==> src/rtl/pwm_deadtime.sv <==
// pwm_deadtime -- complementary high/low-side driver with dead-time insertion.
//
// Each PWM command bit I[i] is registered into Ireg[i] and drives an
// independent five-state Moore FSM (DIS, OFF, DR, ON, DF). Outputs are
// decoded from the registered state only, so H[i] and L[i] are never both
// high and no input has a combinational path to an output.
//
// Optional feature: define PWM_DEADTIME_FAULT_EN to add a sticky fault latch
// (ports fault/faulted) that holds every channel disabled until rst.
//
// Parameters:
//   AddressWidth  channel count N = 2**AddressWidth
//   DeadWidth     width of the dead-time count (pwmclk cycles)
// Ports:
//   pwmclk        clock, rising edge
//   rst           asynchronous active-high reset
//   en            global enable for the output drivers
//   dead          dead-time length, sampled when a dead interval starts
//   I[N]          per-channel PWM command
//   H[N], L[N]    high-side / low-side drives
//   busy[N]       channel is inside a dead interval
//   fault         (PWM_DEADTIME_FAULT_EN) fault request, sampled at pwmclk
//   faulted       (PWM_DEADTIME_FAULT_EN) sticky fault flag

// Per-channel dead-time FSM.
module pwm_deadtime_ch #(
   parameter int DeadWidth = 4
) (
   input  logic                 pwmclk,
   input  logic                 rst,
   input  logic                 kill,
   input  logic                 ireg,
   input  logic [DeadWidth-1:0] dead,
   output logic                 h,
   output logic                 l,
   output logic                 busy
);

   typedef enum logic [2:0] {
      DIS = 3'd0,
      OFF = 3'd1,
      DR  = 3'd2,
      ON  = 3'd3,
      DF  = 3'd4
   } state_t;

   state_t               state, state_nxt;
   logic [DeadWidth-1:0] cnt, cnt_nxt;

   // Async reset drops H immediately, since H is a decode of state.
   always_ff @(posedge pwmclk or posedge rst) begin
      if (rst) begin
         state <= DIS;
         cnt   <= '0;
      end else begin
         state <= state_nxt;
         cnt   <= cnt_nxt;
      end
   end

   always_comb begin
      state_nxt = state;
      cnt_nxt   = cnt;
      h         = 1'b0;
      l         = 1'b0;
      busy      = 1'b0;

      case (state)
         OFF:     l    = 1'b1;
         ON:      h    = 1'b1;
         DR, DF:  busy = 1'b1;
         default: ;
      endcase

      if (kill) begin
         state_nxt = DIS;
         cnt_nxt   = '0;
      end else begin
         case (state)
            DIS: state_nxt = OFF;
            OFF: begin
               if (ireg) begin
                  if (dead == '0) begin
                     state_nxt = ON;
                  end else begin
                     state_nxt = DR;
                     cnt_nxt   = dead;
                  end
               end
            end
            ON: begin
               if (!ireg) begin
                  if (dead == '0) begin
                     state_nxt = OFF;
                  end else begin
                     state_nxt = DF;
                     cnt_nxt   = dead;
                  end
               end
            end
            // Command reversal aborts the interval back to the side we left.
            // Otherwise cnt counts down; leaving on cnt==1 makes the interval
            // exactly the loaded number of cycles.
            DR: begin
               if (!ireg) begin
                  state_nxt = OFF;
                  cnt_nxt   = '0;
               end else if (cnt == DeadWidth'(1)) begin
                  state_nxt = ON;
                  cnt_nxt   = '0;
               end else begin
                  cnt_nxt = cnt - DeadWidth'(1);
               end
            end
            DF: begin
               if (ireg) begin
                  state_nxt = ON;
                  cnt_nxt   = '0;
               end else if (cnt == DeadWidth'(1)) begin
                  state_nxt = OFF;
                  cnt_nxt   = '0;
               end else begin
                  cnt_nxt = cnt - DeadWidth'(1);
               end
            end
            default: begin
               state_nxt = DIS;
               cnt_nxt   = '0;
            end
         endcase
      end
   end

endmodule

// Top: command register, global kill and the channel array.
module pwm_deadtime #(
   parameter int AddressWidth = 2,
   parameter int DeadWidth    = 4
) (
   input  logic                         pwmclk,
   input  logic                         rst,
   input  logic                         en,
   input  logic [DeadWidth-1:0]         dead,
   input  logic [(2**AddressWidth)-1:0] I,
   output logic [(2**AddressWidth)-1:0] H,
   output logic [(2**AddressWidth)-1:0] L,
   output logic [(2**AddressWidth)-1:0] busy
`ifdef PWM_DEADTIME_FAULT_EN
   ,
   input  logic                         fault,
   output logic                         faulted
`endif
);

   localparam int N = 2**AddressWidth;

   logic [N-1:0] Ireg;
   logic         kill;

   always_ff @(posedge pwmclk or posedge rst) begin
      if (rst) Ireg <= '0;
      else     Ireg <= I;
   end

`ifdef PWM_DEADTIME_FAULT_EN
   // A fault takes effect on the same edge it is sampled, then latches.
   always_ff @(posedge pwmclk or posedge rst) begin
      if (rst)        faulted <= 1'b0;
      else if (fault) faulted <= 1'b1;
   end

   assign kill = !en || fault || faulted;
`else
   assign kill = !en;
`endif

   for (genvar i = 0; i < N; i++) begin : g_ch
      pwm_deadtime_ch #(
         .DeadWidth (DeadWidth)
      ) u_ch (
         .pwmclk (pwmclk),
         .rst    (rst),
         .kill   (kill),
         .ireg   (Ireg[i]),
         .dead   (dead),
         .h      (H[i]),
         .l      (L[i]),
         .busy   (busy[i])
      );
   end

endmodule

==> config.mk <==
export PLATFORM = sky130hd
export DESIGN_NAME = pwm_deadtime
export DESIGN_NICKNAME = d
export VERILOG_FILES = /design/src/rtl/pwm_deadtime.sv
export SDC_FILE = /design/constraint.sdc
export NUM_CORES = 1
export LEC_CHECK = 0
export BUFFER_PORTS_ARGS = -buffer_cell sky130_fd_sc_hd__buf_2
export CAP_MARGIN = 10
export CORE_MARGIN = 8
export CORE_UTILIZATION = 60
export DETAILED_ROUTE_END_ITERATION = 10
export PLACE_DENSITY = 0.77
export RECOVER_POWER = 25
export SLEW_MARGIN = 10
export SYNTH_ARGS = -nofsm -noshare
export SYNTH_HDL_FRONTEND = slang
export SYNTH_SLANG_ARGS = --single-unit
==> constraint.sdc <==
create_clock -name pwmclk -period 1.8 [get_ports pwmclk]
set_input_delay 0.36 -clock pwmclk [delete_from_list [all_inputs] [get_ports pwmclk]]
set_output_delay 0.36 -clock pwmclk [all_outputs]
set_load 0.02 [all_outputs]
== Yosys cells after proc, flatten, opt, wreduce, memory -nomap -nowiden ==
Cells that the tools add are included.

* Flip-flop bits (word level): 32
* Latch bits: 0
* RAM bits: 0
* Memory bits (read-only): 0
* Output and inout bits: 12
* Memories kept: 0

* Add/sub/neg operators: 4
* Multiply operators: 0
* Div/mod/pow operators: 0
* Magnitude comparators: 0
* Equal/unequal tests: 40
* Shift-type cells: 0
* Muxes and demuxes: 78
* Bitwise gates (word level): 0
* Reductions and logical operators: 17

{| class="wikitable"
|+ Operators with widths
! operator !! count
|-
| $mux W4 || 28
|-
| $mux W3 || 29
|-
| $pmux W4 S5 || 4
|-
| $pmux W3 S5 || 4
|-
| $ne A4 B3 Y1 const B || 8
|-
| $eq A3 B2 Y1 const B || 8
|-
| $ne A3 B3 Y1 const B || 8
|-
| $eq A4 B1 Y1 const B || 4
|-
| $reduce_and A4 Y1 || 4
|-
| $sub A4 B1 Y4 const B || 4
|-
| $mux W1 || 13
|-
| $eq A3 B1 Y1 const B || 4
|-
| $eq A3 B3 Y1 const B || 4
|-
| $logic_not A3 Y1 || 4
|-
| $reduce_and A3 Y1 || 4
|-
| $ne A2 B2 Y1 const B || 4
|-
| $reduce_or A2 Y1 || 4
|-
| $logic_not A4 Y1 || 1
|}

== Logic depth before layout (Yosys ltp) ==
Gate-level depths: netlist of run 1.

* Depth in word-level cells: 5
* Gate-level depth with buffers: 6
* Depth with buffers taken out: 6

== Cells and area by module ==
From an unflattened synthesis of run 1, not the netlist that was laid out.

* Cells, all modules: 289
* Area total of the unflattened synthesis: 2562.5 um^2

{| class="wikitable"
|+ Modules (own cells, without submodules)
! module !! instances !! cells an instance !! area an instance (um^2) !! sequential area each (um^2)
|-
| pwm_deadtime_ch (g_ch[2].u_ch ...) || 2 || 71 || 620.6 || 175.2
|-
| pwm_deadtime_ch (g_ch[0].u_ch) || 1 || 69 || 615.6 || 175.2
|-
| pwm_deadtime_ch (g_ch[1].u_ch) || 1 || 72 || 598.1 || 175.2
|-
| pwm_deadtime || 1 || 6 || 107.6 || 100.1
|}

== Least setup slack after synthesis of run 1 ==
No wires, ideal clock.

* Path kind: reg-to-reg
* Start: register g_ch[2].u_ch.state[1]
* End: register g_ch[2].u_ch.cnt[2]
* Library setup time: 0.082 ns
* Arrival time: 1.528 ns
* Setup slack: 0.190 ns
* Stages on the path, launching flop included: 6
* Period minus slack after synthesis: 1.610 ns
* Path through: dfrtp_1 clkbuf_1 or3b_1 a211oi_2 a32oi_1 o22ai_1

* Word-level cells in the longest chain between the ends: 3
* Elaborated cells between the ends (all ways): 11

{| class="wikitable"
|+ Ends and longest elaborated chain
! item !! RTL line !! source
|-
| start, declared || 47 || <nowiki>state_t state, state_nxt;</nowiki>
|-
| start signal, assigned || 56 || <nowiki>state <= state_nxt;</nowiki>
|-
| $eq A3 B3 Y1, or another cell as far along || 79 || <nowiki>case (state)</nowiki>
|-
| $pmux W4 S5, or another cell as far along || 79 ||
|-
| $mux W4 / $reduce_and A3 Y1 (equally long branches) || -- ||
|-
| end signal, assigned || 57 || <nowiki>cnt <= cnt_nxt;</nowiki>
|-
| end, declared || 48 || <nowiki>logic [DeadWidth-1:0] cnt, cnt_nxt;</nowiki>
|}

Parallel ways exist; a longest one is shown, timed or not.
A chain may end at the register's enable or synchronous reset.

== Worst setup path in the final report of run 1 ==
* Start: register g_ch[1].u_ch.state[2]
* End: output port busy[1]

* Word-level cells in the longest chain between the ends: 3
* Elaborated cells between the ends (all ways): 4

{| class="wikitable"
|+ Ends and longest elaborated chain
! item !! RTL line !! source
|-
| start, declared || 47 ||
|-
| start signal, assigned || 56 ||
|-
| $eq A3 B2 Y1 / $eq A3 B3 Y1 (equally long branches) || 68 || <nowiki>case (state)</nowiki>
|-
| $reduce_or A2 Y1 * || 68 ||
|-
| $mux W1 * || 68 ||
|-
| end, declared || 148 || <nowiki>output logic [(2**AddressWidth)-1:0] busy</nowiki>
|}

Every way passes the cells marked *; elsewhere a longest branch is shown, timed or not.

==> results of run 1 <==
## power breakdown
| part | switching, W | internal [W] | leakage [nW] |
|---|---|---|---|
| sequential | 0.0000361 | 0.000757 | 0.426 |
| combinational | 0.000264 | 0.000218 | 0.783 |
| clock | 0.000268 | 0.000305 | 0.0510 |
## worst max-delay path by stage
stage	start	depth (start not counted)	to	slack (ns)
global route	g_ch[0].u_ch.state[0]$_DFFE_PP0P_	4	g_ch[0].u_ch.cnt[2]$_DFFE_PP0P_	0.0007
floorplan	g_ch[2].u_ch.state[1]$_DFFE_PP0P_	5	g_ch[2].u_ch.cnt[2]$_DFFE_PP0P_	0.19
global placement	dead[2]	5	g_ch[3].u_ch.cnt[2]$_DFFE_PP0P_	0.02
finish	g_ch[1].u_ch.state[2]$_DFFE_PP0P_	4	busy[1]	0.07
detailed placement	dead[2]	7	g_ch[3].u_ch.cnt[2]$_DFFE_PP0P_	-0.02
CTS	g_ch[1].u_ch.state[2]$_DFFE_PP0P_	4	busy[1]	0.04
## cells in the final DEF (no fill, tap or decap), types with 3 or more instances in the layout
cell type and instances:
o21ai_1 3, xnor2_1 7, nor4b_1 3, buf_2 22, buf_4 31, inv_1 18
a22o_1 3, nor3_1 7, nor4_1 3, nor2_1 14, clkbuf_8 6, ha_1 8
a2bb2oi_1 9, nand3b_1 7, nor3b_1 8, and2_1 5, dfrtp_1 32, o21ai_0 12
nand2b_1 8, o2bb2ai_1 10, nand3_1 3, and3_1 3, a211oi_1 4, a22oi_1 3
nand2_1 11, a32oi_1 3, a21oi_1 5, nor2b_1 10
## repair_timing
action                     in CTS  in global routing
buffers inserted                0                  1
hold endpoints to repair        0                  0
resized for setup               0                  0
setup endpoints to repair       0                  1
## stage by stage
| step | hold WS [ns] | cells | total power (W) | area, um^2 |
|---|---|---|---|---|
| detailed placement | 0.467 | 346 | 0.00128 | 2730 |
| CTS | 0.160 | 354 | 0.00186 | 2820 |
| finish | 0.184 | 355 | 0.00185 | 2830 |
| global route | 0.168 | 355 | 0.00195 | 2830 |
| floorplan | 0.391 | 271 | 0.00115 | 2470 |
| global placement | 0.464 | 346 | 0.00127 | 2730 |
## final cells by class
class / count / share of cell area
tap: 50 / 0.0221
clock buffer: 6 / 0.0292
multi-input combinational: 192 / 0.508
timing repair buffer: 55 / 0.130
inverter: 18 / 0.0239
clock inverter: 2 / 0.00354
sequential: 32 / 0.283
## critical path, cell delays in order, from the launching register on
cell and delay [ns]:
dfrtp_1 0.43, buf_4 0.19, xnor2_1 0.12, nor2_1 0.15
buf_2 0.19
## metal layers
layer,global-route usage,part of all wire,routed length [um]
met1,0.242,0.46,2580
met2,0.297,0.49,2710
met3,0.0357,0.035,197
met4,0.0691,0.014,80
met5,0,0,0
## cells by family after synthesis
group	Yosys count
xor gates and xnor gates	8
adders and majority gates	8
and+or+nand+nor	98
DFF	32
AOI/OAI and AO/OA	77
buffers and inverters	47
muxes	1
## flip-flops by register name (all words and copies together), names as in the netlist
signal / cells
Ireg: 4
g_ch.u_ch.state: 12
g_ch.u_ch.cnt: 16
==> flow_metrics.env, run 1 <==
export IMPL_status="finished clean"
export IMPL_hold_path_class="primary input to register"
export IMPL_holdPathStages=1
export IMPL_cap_viol_max_count=0
export IMPL_die_w_um=80.1
export IMPL_netlist_instances=271
export IMPL_die_area_mm2=0.00642
export IMPL_start_util=0.622
export IMPL_synth_compound_area_frac=0.254
export IMPL_antenna_cells=0
export IMPL_setup_viol=0
export IMPL_dieHeight_um=80.1
export IMPL_ys_ff_latch=32
export IMPL_r2r_cells=4
export IMPL_grt_first_pass_wirelength_mm=9.74
export IMPL_syn_area_mm2=0.00247
export IMPL_root_buffer="clkbuf_8"
export IMPL_cp_end_kind="output port"
export IMPL_finalNetCount=323
export IMPL_synth_flop_cell="dfrtp_1"
export IMPL_synth_fp_nets=290
export IMPL_cp_data_required_time_ns=1.44
export IMPL_hold_viol_final=0
export IMPL_rows=23
export IMPL_layout_drive_gt1_share=0.252
export IMPL_place_gp_congestion=0.868
export IMPL_utilization=0.712
export IMPL_r2r_start="g_ch[0].u_ch.state[0]$_DFFE_PP0P_"
export IMPL_drt_iter0_drc=252
export IMPL_setup_tns_ns=0
export IMPL_clk_latency_ns=0.28
export IMPL_async_reset_ff_frac=1.00
export IMPL_cts_htree_levels=2
export IMPL_worstSetupStartpointType="register"
export IMPL_r2r_end="g_ch[0].u_ch.cnt[2]$_DFFE_PP0P_"
export IMPL_crit_type="register to output port"
export IMPL_cp_max_fo=9
export IMPL_synth_adder_area_share=0.0405
export IMPL_pre_cts_ws_ns=-0.0249
export IMPL_synth_commonest_cells="32 x dfrtp_1, 18 x inv_1, 14 x nor2_1"
export IMPL_synth_edf_count=0
export IMPL_p_leak_nw=1.26
export IMPL_synth_top_family_by_area="simple AND/OR/NAND/NOR gates"
export IMPL_r2r_setup_slack_ns=0.08
export IMPL_yosysWarnings=0
export IMPL_core_area_mm2=0.00397
export IMPL_cts_sinks=32
export IMPL_drc_errors=0
export IMPL_fin_crit_sh=0.959
export IMPL_tightest_slew_ns=0.810
export IMPL_hold_path_startpoint="I[1]"
export IMPL_synth_top_area_frac=0.324
export IMPL_yosys_top_cells_area="dfrtp_1 32%, ha_1 4.1%, buf_4 4.0%, o2bb2ai_1 3.5%, a2bb2oi_1 3.2%"
export IMPL_rsz0062_at_grt="false"
export IMPL_ioPinCount=23
export IMPL_postLayoutSetupSlackWorst_ns=0.0745
export IMPL_first_global_vias=2099
export IMPL_hold_buffers=0
export IMPL_fill_cells=322
export IMPL_drt_wirelength_per_cell_um=15.7
export IMPL_synth_xor_area_frac=0.0284
export IMPL_firstDrtPassIters=4
export IMPL_viasPerCell=6.03
export IMPL_irDropWorstVdd_mv=0.466
export IMPL_holdPathEnd="Ireg[1]$_DFF_PP0_"
export IMPL_port_buffers=22
export IMPL_multiInputGateArea_mm2=0.00144
export IMPL_cp_arrival_ns=1.37
export IMPL_cts_buffer_depth=2
export IMPL_max_slew_margin_rel=0.460
export IMPL_drv_slew=0
export IMPL_cts_tree="done"
export IMPL_synth_area_leader_cell="dfrtp_1"
export IMPL_num_vias=2142
export IMPL_grt_max_degree=33
export IMPL_wl_mm=5.57
export IMPL_max_freq_mhz=580
export IMPL_fin_skew_ns=0.00602
export IMPL_yosys_area_share_simple=0.255
export IMPL_synthMuxAreaShare=0.00405
export IMPL_synthDistinctLibCells=67
export IMPL_yosysMostFrequentCell="dfrtp_1"
export IMPL_dpl_hpwl_mm=4.16
export IMPL_antenna_found_initial=0
export IMPL_numCtsBuffers=5
export IMPL_clkTransAtPathRegs_ns=0.07
export IMPL_area_growth_pct=14.6
export IMPL_cellPowerDensity_mw_per_mm2=653
export IMPL_ant_nets=0
export IMPL_seq_area_frac_synth=0.324
export IMPL_synth_avg_cell_area_um2=9.11
export IMPL_seq_area_um2=801
export IMPL_grt_ovfl_total=0
export IMPL_track_usage=0.186
export IMPL_min_period_ns=1.73
Power figures use the tool's default switching activity.
==> inputs of run 2 (changes only) <==
Settings changed: SYNTH_HIERARCHICAL set to 1.
==> run 2 against run 1 <==
Effect of this change:
- highest routed layer unchanged
- clock power is 22% higher
- largest cell class unchanged
- hold slack worse by 0.12 ns
- register-to-register slack hardly changed
- synthesized cell count is 6.6% higher
==> flow_metrics.env, run 2 <==
export IMPL_clk_latency_ns=0.28
export IMPL_drt_iter0_drc=235
export IMPL_max_slew_margin_rel=0.652
export IMPL_r2r_start="g_ch[2].u_ch/cnt[1]$_DFFE_PP0P_"
export IMPL_postLayoutCellArea_mm2=0.00286
export IMPL_root_buffer="clkbuf_8"
export IMPL_cp_data_required_time_ns=1.44
export IMPL_drv_slew=0
export IMPL_antenna_found_initial=0
export IMPL_hold_viol_final=0
export IMPL_viasPerCell=6.15
export IMPL_holdWs_ns=0.0594
export IMPL_placed_area_mm2=0.00273
export IMPL_ys_ff_latch=32
export IMPL_drc_errors=0
export IMPL_tightest_slew_ns=0.521
export IMPL_r2r_setup_slack_ns=0.09
export IMPL_cts_tree="done"
export IMPL_p_leak_nw=1.20
export IMPL_firstDrtPassIters=4
export IMPL_synth_flop_cell="dfrtp_1"
export IMPL_largest_reg_flops=16
export IMPL_drt_wirelength_per_cell_um=16.4
export IMPL_largest_register="g_ch.u_ch/cnt"
export IMPL_seq_power_share=0.420
export IMPL_fin_crit_sh=0.961
export IMPL_cp_arrival_ns=1.37
export IMPL_grt_ovfl_total=0
export IMPL_r2r_cells=6
export IMPL_num_vias=2251
export IMPL_synth_xor_area_frac=0.0205
export IMPL_synth_edf_count=0
export IMPL_cp_max_fo=11
export IMPL_cts_sinks=32
export IMPL_seq_area_frac_synth=0.313
export IMPL_synth_compound_area_frac=0.240
export IMPL_synth_top_area_frac=0.313
export IMPL_post_cts_buffers=0
export IMPL_layout_drive_gt1_share=0.228
export IMPL_setup_viol=0
export IMPL_core_area_mm2=0.00406
export IMPL_fin_skew_ns=0.00662
export IMPL_switching_share=0.314
export IMPL_wl_mm=6.01
export IMPL_synthMuxAreaShare=0
export IMPL_max_freq_mhz=578
export IMPL_numCtsBuffers=5
export IMPL_intPower_w=0.00136
export IMPL_min_period_ns=1.73
export IMPL_die_w_um=81.4
export IMPL_dieHeight_um=81.4
export IMPL_yosysMostFrequentCell="dfrtp_1"
export IMPL_cellPowerDensity_mw_per_mm2=692
export IMPL_finalNetCount=334
export IMPL_irDropWorstVdd_mv=0.516
export IMPL_port_buffers=22
export IMPL_ioPinCount=23
export IMPL_yosys_area_share_simple=0.312
export IMPL_max_stage_delay_ns=0.47
export IMPL_reg_largest_list="g_ch.u_ch/cnt (16), g_ch.u_ch/state (12), Ireg (4)"
export IMPL_ant_nets=0
export IMPL_synth_fp_nets=308
export IMPL_place_gp_congestion=0.861
export IMPL_synth_adder_area_share=0.0391
export IMPL_p_switching_w=0.000621
export IMPL_synth_avg_cell_area_um2=8.87
export IMPL_rows=23
export IMPL_area_growth_pct=11.6
export IMPL_cts_htree_levels=2
export IMPL_clkPwrFrac=0.353
export IMPL_r2r_end="g_ch[2].u_ch/cnt[3]$_DFFE_PP0P_"
export IMPL_netlist_instances=289
export IMPL_yosysWarnings=6
export IMPL_cap_viol_max_count=0
export IMPL_crit_type="register to output port"
export IMPL_cts_buffer_depth=2
export IMPL_grt_first_pass_wirelength_mm=10.4
export IMPL_synth_top_family_by_area="simple AND/OR/NAND/NOR gates"
export IMPL_clkTransAtPathRegs_ns=0.07
export IMPL_yosys_top_cells_area="dfrtp_1 31%, nor2_1 4.4%, ha_1 3.9%, o21ai_0 3.7%, nor3_1 3.1%"
export IMPL_cp_end_kind="output port"
export IMPL_antenna_cells=0
export IMPL_synth_area_leader_cell="dfrtp_1"
export IMPL_die_area_mm2=0.00662
export IMPL_synth_commonest_cells="32 x dfrtp_1, 30 x nor2_1, 19 x inv_1, 19 x o21ai_0, 16 x nor3_1"
export IMPL_grt_max_degree=26
export IMPL_cp_slowest_cell="dfrtp_2"
export IMPL_hold_path_class="primary input to async pin"
export IMPL_fill_cells=314
export IMPL_syn_area_mm2=0.00256
export IMPL_dpl_hpwl_mm=4.38
export IMPL_path_cells="nand2b_1, a21oi_2, buf_2"
export IMPL_final_cell_mix="29 x dfrtp_1, 29 x nor2_1, 20 x buf_2"
export IMPL_start_util=0.632
export IMPL_combPwrFrac=0.227
export IMPL_status="finished clean"
export IMPL_synthDistinctLibCells=64
export IMPL_track_usage=0.195
export IMPL_worstSetupStartpointType="register"
export IMPL_async_reset_ff_frac=1.00
export IMPL_first_global_vias=2196
[run 2: kinds of logic after synthesis]
family | Yosys count
adders and majority gates | 8
AOI/OAI and AO/OA | 80
xor gates and xnor gates | 6
and+or+nand+nor | 125
DFF | 32
buffers and inverters | 38
[run 2: worst max-delay path: cells and delay by family (launching register included)]
| family | cells | cell delay (ns) |
|---|---|---|
| flops | 1 | 0.47 |
| buf+inv | 1 | 0.19 |
| simple gates | 1 | 0.24 |
| compound gates | 1 | 0.19 |
[run 2: routing by layer]
layer | global-route usage | vias up | share of wire
met3 | 0.0430 | 6 | 0.036
met4 | 0.0536 | 0 | 0.0091
li1 | - | 1129 | -
met2 | 0.302 | 61 | 0.48
met1 | 0.264 | 1055 | 0.48
met5 | 0 | - | 0
[run 2: worst max-delay path by stage]
| stage | to | from | slack (ns) |
|---|---|---|---|
| global placement | g_ch[1].u_ch/cnt[2]$_DFFE_PP0P_ | dead[1] | 0.09 |
| detailed placement | g_ch[0].u_ch/cnt[3]$_DFFE_PP0P_ | dead[1] | 0.04 |
| finish | busy[1] | g_ch[1].u_ch/state[1]$_DFFE_PP0P_ | 0.07 |
| floorplan | g_ch[1].u_ch/cnt[2]$_DFFE_PP0P_ | g_ch[1].u_ch/cnt[1]$_DFFE_PP0P_ | 0.17 |
| global route | busy[1] | g_ch[1].u_ch/state[1]$_DFFE_PP0P_ | -0.01 |
| CTS | busy[1] | g_ch[1].u_ch/state[1]$_DFFE_PP0P_ | 0.009 |
[run 2: final cells by class]
class                      count  area, um^2  area share
multi-input combinational    219        1580       0.553
inverter                      22        82.6      0.0289
sequential                    32         805       0.281
tap                           50        62.6      0.0219
clock buffer                   5        68.8      0.0241
timing repair buffer          35         218      0.0761
clock inverter                 3        42.5      0.0149
[run 2: through the flow]
step	setup TNS (ns)	util	setup WS (ns)	total power [W]	cells
4_1_cts	0	0.702	0.00945	0.00198	366
3_3_place_gp	0	0.674	0.0926	0.00127	358
6_report	0	0.705	0.0709	0.00198	366
5_1_grt	-0.0126	0.705	-0.0126	0.00210	366
3_5_place_dp	0	0.674	0.0443	0.00128	358
2_1_floorplan	0	-	0.175	0.00116	289
[run 2: power by group through the flow]
| stage | Clock [W] | Sequential, W | Combinational, W |
|---|---|---|---|
| 6_report | 0.000697 | 0.000831 | 0.000449 |
| 5_1_grt | 0.000760 | 0.000840 | 0.000498 |
| 4_1_cts | 0.000706 | 0.000829 | 0.000446 |
| 3_5_place_dp | 0 | 0.000842 | 0.000442 |
| 3_3_place_gp | 0 | 0.000840 | 0.000433 |
| 2_1_floorplan | 0 | 0.000796 | 0.000364 |
[run 2: timing repair]
action	in CTS	in global routing
gates resized for setup	1	6
endpoints found under the setup margin	1	6
hold buffers	0	0
hold endpoints to repair	0	0
cloned	0	0
